<file path="src/rtl/imem_loader_pkg.sv">
// Shared types and constants for the instruction-memory loader.
package imem_loader_pkg;

    typedef enum logic [1:0] {IDLE, LOAD, HOLD, RUN} loader_state_t;

    localparam int WORD_BYTES = 4;

    typedef logic [31:0] word_t;

endpackage

</file>
<file path="src/rtl/imem_hold_timer.sv">
// Loadable down-counter that times the HOLD interval before the core is released.
module imem_hold_timer #(
    parameter int RESET_HOLD = 4
) (
    input  logic clk,
    input  logic reset,
    input  logic load,
    input  logic en,
    output logic expired
);

    localparam int CNT_W = $clog2(RESET_HOLD + 1);
    // Loaded on entry to HOLD; expires in the RESET_HOLD-th HOLD cycle.
    localparam logic [CNT_W-1:0] INIT = CNT_W'(RESET_HOLD - 1);

    logic [CNT_W-1:0] count;

    always_ff @(posedge clk) begin
        if (reset) begin
            count <= '0;
        end else if (load) begin
            count <= INIT;
        end else if (en && (count != '0)) begin
            count <= count - 1'b1;
        end
    end

    assign expired = (count == '0);

endmodule

</file>
<file path="src/rtl/imem_loader.sv">
// Streams program words into the MIPS instruction memory and sequences the core reset.
// Optional IMEM_LOADER_CHECKSUM_EN adds a running modulo-2^32 checksum output.
module imem_loader
    import imem_loader_pkg::*;
#(
    parameter logic [31:0] BASE_ADDR  = 32'h0000_0000,
    parameter int          MAX_WORDS  = 256,
    parameter int          RESET_HOLD = 4
) (
    input  logic        clk,
    input  logic        reset,
    input  logic        start,
    input  logic        s_valid,
    input  logic [31:0] s_data,
    input  logic        s_last,
    output logic        s_ready,
    output logic [31:0] instrdatain,
    output logic [31:0] addwrite,
    output logic        instwen,
    output logic        cpu_reset,
    output logic        busy,
    output logic        done,
    output logic        overflow,
`ifdef IMEM_LOADER_CHECKSUM_EN
    output logic [31:0] checksum,
`endif
    output logic [15:0] word_count
);

    // One extra bit so MAX_WORDS = 2^16 is still representable.
    localparam int CNT_W = 17;

    loader_state_t    state, next_state;
    word_t            addr;
    logic [CNT_W-1:0] count;
    logic [CNT_W-1:0] count_inc;
    logic             handshake;
    logic             full_hit;
    logic             start_load;
    logic             timer_load;
    logic             timer_expired;

    assign handshake  = s_valid && s_ready;
    assign count_inc  = count + 1'b1;
    assign full_hit   = (count_inc == CNT_W'(MAX_WORDS));
    assign start_load = start && ((state == IDLE) || (state == RUN));

    always_comb begin
        next_state = state;
        timer_load = 1'b0;
        case (state)
            IDLE: if (start) next_state = LOAD;
            LOAD: begin
                if (handshake && (s_last || full_hit)) begin
                    next_state = HOLD;
                    timer_load = 1'b1;
                end
            end
            HOLD: if (timer_expired) next_state = RUN;
            RUN:  if (start) next_state = LOAD;
            default: next_state = IDLE;
        endcase
    end

    imem_hold_timer #(.RESET_HOLD(RESET_HOLD)) u_hold_timer (
        .clk     (clk),
        .reset   (reset),
        .load    (timer_load),
        .en      (state == HOLD),
        .expired (timer_expired)
    );

    // Control outputs are registered from next_state so they line up with the state.
    always_ff @(posedge clk) begin
        if (reset) begin
            state     <= IDLE;
            s_ready   <= 1'b0;
            busy      <= 1'b0;
            done      <= 1'b0;
            cpu_reset <= 1'b1;
        end else begin
            state     <= next_state;
            s_ready   <= (next_state == LOAD);
            busy      <= (next_state == LOAD) || (next_state == HOLD);
            done      <= (next_state == RUN);
            cpu_reset <= (next_state != RUN);
        end
    end

    always_ff @(posedge clk) begin
        if (reset) begin
            instwen     <= 1'b0;
            instrdatain <= '0;
            addwrite    <= BASE_ADDR;
            addr        <= BASE_ADDR;
            count       <= '0;
            overflow    <= 1'b0;
        end else begin
            instwen <= handshake;
            if (start_load) begin
                addr     <= BASE_ADDR;
                count    <= '0;
                overflow <= 1'b0;
            end else if (handshake) begin
                addwrite    <= addr;
                instrdatain <= s_data;
                addr        <= addr + 32'(WORD_BYTES);
                count       <= count_inc;
                if (full_hit && !s_last) overflow <= 1'b1;
            end
        end
    end

    assign word_count = count[15:0];

`ifdef IMEM_LOADER_CHECKSUM_EN
    always_ff @(posedge clk) begin
        if (reset || start_load) begin
            checksum <= '0;
        end else if (handshake) begin
            checksum <= checksum + s_data;
        end
    end
`endif

endmodule

</file>
<file path="config.mk">
export PLATFORM = sky130hd
export DESIGN_NAME = imem_loader
export DESIGN_NICKNAME = d
export VERILOG_FILES = /design/src/rtl/imem_loader_pkg.sv /design/src/rtl/imem_hold_timer.sv /design/src/rtl/imem_loader.sv
export SDC_FILE = /design/constraint.sdc
export NUM_CORES = 1
export LEC_CHECK = 0
export BUFFER_PORTS_ARGS = -buffer_cell sky130_fd_sc_hd__buf_4
export CORE_MARGIN = 2
export CORE_UTILIZATION = 53
export CTS_CLUSTER_SIZE = 12
export DETAILED_ROUTE_END_ITERATION = 16
export PLACE_DENSITY_LB_ADDON = 0.08
export SLEW_MARGIN = 40
export SYNTH_ARGS = -nofsm -noshare
export SYNTH_HDL_FRONTEND = slang
export SYNTH_SLANG_ARGS = --single-unit
</file>
<file path="constraint.sdc">
create_clock -name clk -period 3.38 [get_ports clk]
set_input_delay 0.169 -clock clk [delete_from_list [all_inputs] [get_ports clk]]
set_output_delay 0.169 -clock clk [all_outputs]
set_load 0.02 [all_outputs]
</file>
==> results.toml <==
[outcome]
outcome = "completed"

[power]
swShare = 0.272
irDropWorstVdd_v = 0.000365
powerDensity_nw_per_um2 = 560
power_frac_clock = 0.448
pwr-share-seq = 0.394
p_sw_mw = 1.05
p_comb_frac = 0.158
p_int_mw = 2.80
leakage_nw = 2.66

[grt]
grt_max_degree = 74
grt_pass1_wl_mm = 20.1
antenna_found_initial = 0
grt_pass1_vias = 4465
grtUsageTotal = 0.241
overflow = 0

[clocking]
clkLatencyLatePin_ns = 0.51
cts_buffers = 17
postCtsSetupBuffers = 0
root_buffer = "clkbuf_8"
cts_sinks = 120
cts_tree = "yes"
h-tree-depth = 4
clk_pin_slew_ns = 0.06
clockBufferDepth = 2

[synth]
synth-edff-count = 0
synth_xor_area_frac = 0.0716
postSynth.asyncResetShare = 0
yosys_warnings = 0
yosys.area.top_type_share = 0.467
synth_area_leaders = "dfxtp_1, nand2_1, a21oi_1, xor2_1, nor2_1"
synth-simple-area-share = 0.245
muxShareOfSynthArea = 0
ys_seq_area_frac = 0.467
synth_area_sq_um = 5140
synth_top_family_by_area = "simple AND/OR/NAND/NOR gates"
synth-adder-area-share = 0.0243
synth-compound-area-share = 0.123
synth_flop_cell = "dfxtp_1"
synth_area_per_cell_sq_um = 8.09
ys_types = 47
synth_cells = 635
synth_top_area_cell = "dfxtp_1"
ys_ff_latch = 120

[sta]
fin_skew_ns = 0.00848
hold_violations = 0
maxSlewViolCount = 0
min_period_ns = 3.02
grt_setup_unrepaired = "false"
setup_tns_ns = 0
worstMarginPinSlew_ns = 0.749
slew_headroom = 0.500
whs_ns = 0.0364
final-setup-viol-count = 0
fmax_mhz = 331
fin_crit_sh = 0.893

[place]
dp_cells = 836
dp_hpwl_mm = 7.95
portBuffers = 120
globalplace.congestion = 0.852

[floorplanning]
num_io_pins = 123
start_util = 0.551
core_area_sq_um = 9330
die_h_um = 102
die_w_um = 102
die-area_sq_um = 10500
rows = 35

[final_layout]
multi_input_area_sq_um = 2410
layout_common_cells = "nand2_1, buf_4, dfxtp_1"
final_nets = 806
synthToLayoutAreaGrowth_pct = 33.7
drive_above_1_share = 0.220
seq_area_sq_um = 2400
diodes = 0
fin_cells = 901
nFillCells = 713
final_common_cell = "nand2_1"

[setup_path]
critPathRequiredTime_ns = 3.75
crit_arrival_ns = 3.39
start_kind = "register"
endpoint_kind = "register"
crit_type = "reg -> reg"
path_max_fanout = 10

[worst_hold_path]
hold_path.class = "in -> reg"

[detailed_routing]
first_iter_violations = 160
ant_nets = 0
drc = 0
vias = 4673
dr.pass1.iters = 5
routed_wl_mm = 12.6
viasPerCell = 5.19
wl_per_cell_um = 14.0

[run]
max-cap-violations = 0
[registers in the layout (all words and copies together), names as in the netlist]
| register | count |
|---|---|
| s_ready | 1 |
| addr | 30 |
| count | 17 |
| state | 2 |
| cpu_reset | 1 |
| overflow | 1 |
| u_hold_timer.count | 3 |
| instrdatain | 32 |
| addwrite | 30 |
| done | 1 |
| instwen | 1 |
| busy | 1 |
[metal layers]
layer,share of wire,track usage,vias up
met1,0.42,0.289,2207
met4,0.013,0.0892,0
li1,-,-,2339
met5,0,0,-
met2,0.53,0.425,115
met3,0.036,0.0486,12
[stage by stage]
step | worst slack [ns] | utilization | total power [mW] | cell area, sq um
2_1_floorplan | 0.677 | - | 1.92 | 5140
3_3_place_gp | 0.487 | 0.639 | 2.10 | 5960
3_5_place_dp | 0.372 | 0.640 | 2.12 | 5970
4_1_cts | 0.362 | 0.737 | 3.87 | 6870
5_1_grt | 0.131 | 0.737 | 4.02 | 6870
6_report | 0.362 | 0.737 | 3.85 | 6870
[worst max-delay path, cell delays in order, from the launching register on]
cell and delay (ns):
dfxtp_1 0.52, ha_1 0.32, nand3_1 0.20, nor3_1 0.28, xor2_1 0.10, a2111o_1 0.42, or3_1 0.45, o21ai_1 0.23
ha_1 0.25, nor2b_1 0.12
[kinds of logic (layout without fill, tap and decap cells)]
logic type      Yosys count  count (layout)
compound gates          114             114
xor+xnor                 42              42
fa+ha+maj                10              10
buf+inv                  69             205
flops                   120             120
other cells               1               2
simple gates            279             279
[power by group through the flow]
stage | logic [mW] | registers (mW) | clock network, mW
after CTS | 0.607 | 1.52 | 1.75
after global routing | 0.669 | 1.52 | 1.82
final | 0.607 | 1.52 | 1.72
after global placement | 0.554 | 1.55 | 0
after floorplan | 0.317 | 1.60 | 0
after detailed placement | 0.573 | 1.55 | 0
[area by class of cell]
type | instances | share of cell area
Multi-Input combinational cell | 447 | 0.351
Sequential cell | 120 | 0.350
Timing Repair Buffer | 158 | 0.185
Clock buffer | 21 | 0.0654
Tap cell | 129 | 0.0235
Clock inverter | 11 | 0.0180
Inverter | 15 | 0.00819
[final timing paths]
path	start	cells after the start	to	slack (ns)
max	count[0]	9	busy	0.36
min	start	4	addwrite[3]	0.04
max reg2reg	count[0]	9	busy	0.36
min reg2reg	addwrite[19]	2	addwrite[19]	0.45
[cells in the mapped netlist, drive strengths merged (2+ instances only)]
cell	count
nand2	156
and2	2
xor2	23
xnor2	19
nand4	16
nor3	9
clkbuf	25
nor4	4
a31oi	5
a211o	2
and3	5
or2	4
nor2b	5
inv	15
ha	10
buf	29
nand3	10
o22ai	2
dfxtp	120
nand2b	2
nor2	49
a21o	2
a21oi	77
a311oi	2
a211oi	2
or3	14
o21ai	15
[repair_timing]
action	in CTS	in global routing
resized for setup	0	0
endpoints found under the hold margin	35	0
hold buffers	33	0
Note: power is estimated with default switching activity, not from simulation.
